<file path="config.mk">
export PLATFORM = sky130hd
export DESIGN_NAME = lsu_dbus_ctrl
export DESIGN_NICKNAME = d
export VERILOG_FILES = /design/src/rtl/lsu_dbus_ctrl_pkg.sv /design/src/rtl/lsu_data_align.sv /design/src/rtl/lsu_dbus_ctrl.sv
export SDC_FILE = /design/constraint.sdc
export NUM_CORES = 1
export LEC_CHECK = 0
export ABC_AREA = 1
export ABC_CLOCK_PERIOD_IN_PS = 4370
export BUFFER_PORTS_ARGS = -buffer_cell sky130_fd_sc_hd__buf_2
export CAP_MARGIN = 40
export CELL_PAD_IN_SITES_DETAIL_PLACEMENT = 0
export CELL_PAD_IN_SITES_GLOBAL_PLACEMENT = 1
export CORE_MARGIN = 4
export CORE_UTILIZATION = 37
export DETAILED_ROUTE_END_ITERATION = 8
export GPL_TIMING_DRIVEN = 0
export PLACE_DENSITY = 0.94
export SLEW_MARGIN = 10
export SYNTH_ARGS = -nofsm -noshare
export SYNTH_HDL_FRONTEND = slang
export SYNTH_SLANG_ARGS = --single-unit
</file>
<file path="constraint.sdc">
create_clock -name clk -period 4.37 [get_ports clk]
set_input_delay 1.0925 -clock clk [delete_from_list [all_inputs] [get_ports clk]]
set_output_delay 1.0925 -clock clk [all_outputs]
set_load 0.1 [all_outputs]
</file>
<file path="src/rtl/lsu_dbus_ctrl_pkg.sv">
// rtl/lsu_dbus_ctrl_pkg.sv - shared encodings, defaults and bus structs for the load/store unit
package lsu_dbus_ctrl_pkg;

    localparam int XLEN = 32;

    // Default DMEM window and ack timeout
    localparam logic [XLEN-1:0] DMEM_BASE_DEF      = 32'h0000_0000;
    localparam logic [XLEN-1:0] DMEM_SIZE_DEF      = 32'h0000_4000;
    localparam int              TIMEOUT_CYCLES_DEF = 16;

    // Access size encoding
    localparam logic [1:0] SZ_BYTE = 2'b00;
    localparam logic [1:0] SZ_HALF = 2'b01;
    localparam logic [1:0] SZ_WORD = 2'b10;
    localparam logic [1:0] SZ_ILL  = 2'b11;

    // Fault cause encoding (00 means no fault)
    localparam logic [1:0] CAUSE_NONE     = 2'b00;
    localparam logic [1:0] CAUSE_MISALIGN = 2'b01;
    localparam logic [1:0] CAUSE_DECODE   = 2'b10;
    localparam logic [1:0] CAUSE_TIMEOUT  = 2'b11;

    // Transaction FSM states
    localparam logic [1:0] ST_IDLE  = 2'b00;
    localparam logic [1:0] ST_ISSUE = 2'b01;
    localparam logic [1:0] ST_WAIT  = 2'b10;
    localparam logic [1:0] ST_DONE  = 2'b11;

    typedef struct packed {
        logic            req;
        logic            w_en;
        logic [XLEN-1:0] addr;
        logic [XLEN-1:0] w_data;
        logic [3:0]      sel_byte;
    } type_dbus2peri_s;

    typedef struct packed {
        logic [XLEN-1:0] r_data;
        logic            ack;
    } type_peri2dbus_s;

    // Natural alignment check; size 11 is never legal
    function automatic logic is_misaligned(input logic [1:0] size, input logic [1:0] addr_lo);
        return (size == SZ_ILL)
            || ((size == SZ_HALF) && addr_lo[0])
            || ((size == SZ_WORD) && (addr_lo != 2'b00));
    endfunction

endpackage

</file>
<file path="src/rtl/lsu_data_align.sv">
// rtl/lsu_data_align.sv - byte-lane select, store replication and load lane extract/extend
module lsu_data_align
    import lsu_dbus_ctrl_pkg::*;
(
    input  logic [1:0]      i_size,
    input  logic [1:0]      i_addr_lo,
    input  logic            i_unsigned,
    input  logic [XLEN-1:0] i_wdata,
    input  logic [XLEN-1:0] i_rdata,
    output logic [3:0]      o_sel_byte,
    output logic [XLEN-1:0] o_wdata,
    output logic [XLEN-1:0] o_rdata
);

    logic [7:0]  w_byte;
    logic [15:0] w_half;

    assign w_byte = i_rdata[{i_addr_lo, 3'b000} +: 8];
    assign w_half = i_addr_lo[1] ? i_rdata[31:16] : i_rdata[15:0];

    // Lane enables, replicated store data and extended load data per access size
    always_comb begin
        o_sel_byte = 4'b1111;
        o_wdata    = i_wdata;
        o_rdata    = i_rdata;
        case (i_size)
            SZ_BYTE: begin
                o_sel_byte = 4'b0001 << i_addr_lo;
                o_wdata    = {4{i_wdata[7:0]}};
                o_rdata    = {{24{~i_unsigned & w_byte[7]}}, w_byte};
            end
            SZ_HALF: begin
                o_sel_byte = i_addr_lo[1] ? 4'b1100 : 4'b0011;
                o_wdata    = {2{i_wdata[15:0]}};
                o_rdata    = {{16{~i_unsigned & w_half[15]}}, w_half};
            end
            default: begin
                o_sel_byte = 4'b1111;
                o_wdata    = i_wdata;
                o_rdata    = i_rdata;
            end
        endcase
    end

endmodule

</file>
<file path="src/rtl/lsu_dbus_ctrl.sv">
// rtl/lsu_dbus_ctrl.sv - load/store unit driving single-cycle dbus requests with fault reporting
module lsu_dbus_ctrl
    import lsu_dbus_ctrl_pkg::*;
#(
    parameter logic [XLEN-1:0] DMEM_BASE      = DMEM_BASE_DEF,
    parameter logic [XLEN-1:0] DMEM_SIZE      = DMEM_SIZE_DEF,
    parameter int              TIMEOUT_CYCLES = TIMEOUT_CYCLES_DEF
) (
    input  logic            clk,
    input  logic            rst_n,
    input  logic            lsu_req_i,
    input  logic            lsu_we_i,
    input  logic [1:0]      lsu_size_i,
    input  logic            lsu_unsigned_i,
    input  logic [XLEN-1:0] lsu_addr_i,
    input  logic [XLEN-1:0] lsu_wdata_i,
    input  logic            lsu_kill_i,
    output logic            lsu_stall_o,
    output logic            lsu_valid_o,
    output logic [XLEN-1:0] lsu_rdata_o,
    output logic            lsu_exc_o,
    output logic [1:0]      lsu_cause_o,
    output logic            dmem_sel_o,
    output type_dbus2peri_s lsu2mem_o,
    input  type_peri2dbus_s mem2lsu_i
);

    localparam int CNT_W = $clog2(TIMEOUT_CYCLES) + 1;

    logic [1:0]      r_state;
    logic [1:0]      w_state_nxt;
    logic [XLEN-1:0] r_addr;
    logic [XLEN-1:0] r_wdata;
    logic [XLEN-1:0] r_rdata;
    logic            r_we;
    logic            r_unsigned;
    logic            r_kill;
    logic [1:0]      r_size;
    logic [1:0]      r_cause;
    logic [CNT_W-1:0] r_cnt;

    logic            w_accept;
    logic            w_misalign;
    logic            w_hit;
    logic            w_timeout;
    logic            w_killed;
    logic            w_issue;
    logic [XLEN-1:0] w_off;
    logic [3:0]      w_sel_byte;
    logic [XLEN-1:0] w_bus_wdata;
    logic [XLEN-1:0] w_load_data;

    // A flush in the same cycle as the request means it never gets accepted
    assign w_accept   = (r_state == ST_IDLE) && lsu_req_i && !lsu_kill_i;
    assign w_misalign = is_misaligned(lsu_size_i, lsu_addr_i[1:0]);
    // Offset compare also rejects addresses below the base through wrap-around
    assign w_off      = lsu_addr_i - DMEM_BASE;
    assign w_hit      = (w_off < DMEM_SIZE);
    assign w_timeout  = (r_cnt == CNT_W'(TIMEOUT_CYCLES - 1));
    assign w_killed   = r_kill || lsu_kill_i;
    // A kill during ISSUE suppresses the bus strobe so a store never lands
    assign w_issue    = (r_state == ST_ISSUE) && !lsu_kill_i;

    lsu_data_align u_align (
        .i_size     (r_size),
        .i_addr_lo  (r_addr[1:0]),
        .i_unsigned (r_unsigned),
        .i_wdata    (r_wdata),
        .i_rdata    (mem2lsu_i.r_data),
        .o_sel_byte (w_sel_byte),
        .o_wdata    (w_bus_wdata),
        .o_rdata    (w_load_data)
    );

    // Next-state decode for the IDLE/ISSUE/WAIT/DONE transaction sequence
    always_comb begin
        w_state_nxt = r_state;
        case (r_state)
            ST_IDLE: begin
                if (w_accept) begin
                    w_state_nxt = (w_misalign || !w_hit) ? ST_DONE : ST_ISSUE;
                end
            end
            ST_ISSUE: begin
                w_state_nxt = lsu_kill_i ? ST_IDLE : ST_WAIT;
            end
            ST_WAIT: begin
                if (mem2lsu_i.ack || w_timeout) begin
                    w_state_nxt = w_killed ? ST_IDLE : ST_DONE;
                end
            end
            default: begin
                w_state_nxt = ST_IDLE;
            end
        endcase
    end

    // State register
    always_ff @(posedge clk or negedge rst_n) begin
        if (!rst_n) begin
            r_state <= ST_IDLE;
        end else begin
            r_state <= w_state_nxt;
        end
    end

    // Transaction context, timeout counter, sticky kill and completion result
    always_ff @(posedge clk or negedge rst_n) begin
        if (!rst_n) begin
            r_addr     <= '0;
            r_wdata    <= '0;
            r_rdata    <= '0;
            r_we       <= 1'b0;
            r_unsigned <= 1'b0;
            r_kill     <= 1'b0;
            r_size     <= SZ_BYTE;
            r_cause    <= CAUSE_NONE;
            r_cnt      <= '0;
        end else begin
            case (r_state)
                ST_IDLE: begin
                    if (w_accept) begin
                        r_addr     <= lsu_addr_i;
                        r_wdata    <= lsu_wdata_i;
                        r_we       <= lsu_we_i;
                        r_unsigned <= lsu_unsigned_i;
                        r_size     <= lsu_size_i;
                        r_kill     <= 1'b0;
                        if (w_misalign) begin
                            r_cause <= CAUSE_MISALIGN;
                            r_rdata <= '0;
                        end else if (!w_hit) begin
                            r_cause <= CAUSE_DECODE;
                            r_rdata <= '0;
                        end else begin
                            r_cause <= CAUSE_NONE;
                        end
                    end
                end
                ST_ISSUE: begin
                    r_cnt <= '0;
                end
                ST_WAIT: begin
                    r_cnt <= r_cnt + CNT_W'(1);
                    if (lsu_kill_i) begin
                        r_kill <= 1'b1;
                    end
                    if (mem2lsu_i.ack) begin
                        if (!w_killed) begin
                            r_rdata <= r_we ? '0 : w_load_data;
                            r_cause <= CAUSE_NONE;
                        end
                    end else if (w_timeout && !w_killed) begin
                        r_rdata <= '0;
                        r_cause <= CAUSE_TIMEOUT;
                    end
                end
                default: begin
                end
            endcase
        end
    end

    // Bus request is a pure decode of ISSUE so reset drops it immediately
    always_comb begin
        lsu2mem_o = '0;
        if (w_issue) begin
            lsu2mem_o.req      = 1'b1;
            lsu2mem_o.w_en     = r_we;
            lsu2mem_o.addr     = r_addr;
            lsu2mem_o.w_data   = w_bus_wdata;
            lsu2mem_o.sel_byte = w_sel_byte;
        end
    end

    assign dmem_sel_o  = w_issue;
    assign lsu_stall_o = rst_n && (((r_state == ST_IDLE) && lsu_req_i)
                                   || (r_state == ST_ISSUE) || (r_state == ST_WAIT));
    assign lsu_valid_o = (r_state == ST_DONE) && (r_cause == CAUSE_NONE);
    assign lsu_exc_o   = (r_state == ST_DONE) && (r_cause != CAUSE_NONE);
    assign lsu_cause_o = (r_state == ST_DONE) ? r_cause : CAUSE_NONE;
    assign lsu_rdata_o = r_rdata;

endmodule
</file>
==> results.json <==
{
  "outcome": "finished, final reports clean",
  "synth_top_area_share_pct": 46.2,
  "grt_usage_pct": 21.9,
  "worst-setup-path-type": "input pin to output port",
  "postSynthCellCount": 845,
  "grt-ovfl-total": 0,
  "ys_seq_area_share_pct": 46.2,
  "ys_types": 36,
  "dr.pass1.iters": 5,
  "hp-class": "flop to flop",
  "num_rows": 46,
  "synth_flop_cell": "dfrtp_1",
  "multi_input_area_um2": 2650,
  "reg2reg_to": "r_size[0]$_DFFE_PN0P_",
  "r2r_slack_ps": 2270,
  "io_buffers": 212,
  "p_sw_share_pct": 57.0,
  "fp.coreArea_um2": 15800,
  "p_clk_share_pct": 15.3,
  "finClkSkew_ps": 5.01,
  "arrival_ps": 2960,
  "sequentialPowerShare_pct": 25.5,
  "power_leakage_nw": 4.43,
  "place_area_um2": 7370,
  "hold_buffers": 0,
  "utilization_pct": 48.8,
  "cts_root_buffer": "clkbuf_16",
  "power_mw": 6.48,
  "p_per_area_nw_per_um2": 839,
  "cts_resized": 0,
  "worstMarginPinSlew_ps": 826,
  "grt_antenna_before_repair": 1,
  "worstPathRequired_ps": 3280,
  "cts_tree": "yes",
  "cts.path.max_buffers": 2,
  "insertion_delay_ps": 360,
  "r2r-start": "r_state[1]$_DFFE_PN0P_",
  "drt-wirelength-per-cell_um": 15.3,
  "ys_seq_elements": 110,
  "crit_path_start_kind": "input pin",
  "fp.dieW_um": 135,
  "postSynthAreaPerCell_um2": 7.06,
  "crit_start": "lsu_kill_i",
  "switchingPower_mw": 3.69,
  "vias": 6115,
  "hpwl_mm": 15.1,
  "dieArea_um2": 18200,
  "intPower_mw": 2.78,
  "start_util_pct": 37.7,
  "syn-num-nets": 956,
  "crit_fanout": 11,
  "area_delta_synth_final_pct": 29.5,
  "fill_cells": 1620,
  "min_period_ps": 4060,
  "numCtsBuffers": 9,
  "drcViolationCount": 0,
  "yosysWarnings": 0,
  "grt_max_degree": 72,
  "fin_cells": 1290,
  "gp_congestion": 0.858,
  "async_flop_share_pct": 100,
  "min_from": "lsu_rdata_o[21]$_DFFE_PN0P_",
  "comb_power_share_pct": 59.2,
  "n_antenna_cell": 0,
  "ir_worst_vdd_uv": 322,
  "cp-endpoint": "lsu2mem_o[23]",
  "vias_per_cell": 4.74,
  "synth_top_cells_by_area": "dfrtp_1 46%, nand2_1 19%, o21ai_0 6.7%",
  "reg2regPathDepth": 7,
  "maxCapViolations": 0,
  "hold_violations": 0,
  "grt_pass1_vias": 6041,
  "die_h_um": 135,
  "slew_headroom_pct": 44.9,
  "final_nets": 1180,
  "ant_nets": 0,
  "pin_count": 213,
  "seqCellArea_um2": 2750,
  "post-route-period-util_pct": 92.8,
  "fin_area_um2": 7720,
  "clk_pin_slew_ps": 80,
  "grt_pass1_wl_mm": 31.3,
  "post-cts-setup-buffers": 0,
  "synth_enable_flop_cells": 0,
  "clock-sinks": 110,
  "maxSlewViolCount": 0,
  "htree_levels": 3,
  "setup_viol": 0,
  "synth_largest_area_cell": "dfrtp_1",
  "dp.cells": 1274,
  "drt_iter0_markers": 397,
  "critPathCaptureType": "output port",
  "drive_gt1_share_pct": 25.8,
  "routed_wl_mm": 19.7,
  "syn-cell-area_um2": 5960,
  "rsz0062_at_grt": "false",
  "fmax_ghz": 0.247
}
[power groups by stage]
stage               logic [mW]  clock network, mW  registers (mW)
finish                    3.84              0.991            1.65
global route              4.15               1.04            1.70
CTS                       3.85               1.01            1.65
detailed placement        3.84                  0            1.66
global placement          3.81                  0            1.65
floorplan                 2.44                  0            2.24
[placed cells by master (no fill, tap or decap), drive strengths merged]
cell type / instances
nand2: 308
a21oi: 22
o21ai: 89
clkbuf: 30
o21a: 2
or2: 9
o211ai: 6
clkinv: 1
a31oi: 1
clkinvlp: 1
nor3: 3
nand4: 2
and3: 1
buf: 235
ha: 6
bufinv: 3
nor2: 108
o31ai: 2
nor3b: 1
nand3: 17
o22ai: 11
nand3b: 1
dfrtp: 110
inv: 105
[per-stage QoR]
stage	hold slack [ps]	worst slack (ps)	setup TNS, ps
detailed placement	453	303	0
CTS	471	302	0
floorplan	437	49.1	0
finish	475	315	0
global route	493	183	0
global placement	450	-521	-521
[final cells by class]
class	count	area share, %
flip-flops and latches	110	35.6
multi-input cells	589	34.3
repair buffers	213	14.2
inverters	103	5.01
well taps	216	3.50
clock buffers	9	2.92
plain buffers	43	2.75
clock inverters	7	1.67
[critical path: stages]
cell and delay [ps]:
buf_2 130, nor2_1 140, clkbuf_1 470, buf_2 350
o21ai_0 150, a21oi_2 170, buf_2 450
[kinds of logic after synthesis]
group | Yosys count | synth area share [%]
simple gates | 450 | 30.6
buf+inv | 146 | 10.1
compound gates | 133 | 11.9
flops | 110 | 46.2
fa+ha+maj | 6 | 1.26
[synthesized netlist by cell type, types with 2 or more instances]
cell type,instances
nand2_1,306
dfrtp_1,110
nor2_1,103
inv_1,99
o21ai_0,80
a21oi_1,21
clkbuf_1,21
buf_2,17
nand3_1,16
o22ai_1,11
o21ai_1,9
ha_1,6
o211ai_1,6
or2_0,6
buf_6,3
inv_2,3
nor3_1,3
buf_4,2
nor2_2,2
nor2_4,2
o21a_1,2
o31ai_1,2
or2_2,2
[flip-flops by register name, indices dropped and copies added, names as in the netlist]
signal	cells
lsu_rdata_o	32
r_addr	32
r_wdata	32
r_cnt	5
r_cause	2
r_size	2
r_state	2
r_kill	1
r_unsigned	1
r_we	1
[per-layer routing]
layer,GRT usage [%],wire length (um),vias up
li1,-,-,3051
met1,28.6,8430,2778
met2,35.1,9020,249
met3,5.74,1730,35
met4,8.45,482,2
met5,0,13,-
[worst min path at each step]
stage,slack [ps],cells after the start,to
after floorplan,440,2,r_wdata[16]$_DFFE_PN0P_
after global placement,450,2,r_wdata[16]$_DFFE_PN0P_
after detailed placement,450,2,r_wdata[22]$_DFFE_PN0P_
after CTS,470,2,r_wdata[22]$_DFFE_PN0P_
after global routing,490,2,r_wdata[28]$_DFFE_PN0P_
final,470,2,lsu_rdata_o[21]$_DFFE_PN0P_
Note: power is estimated with default switching activity, not from simulation.
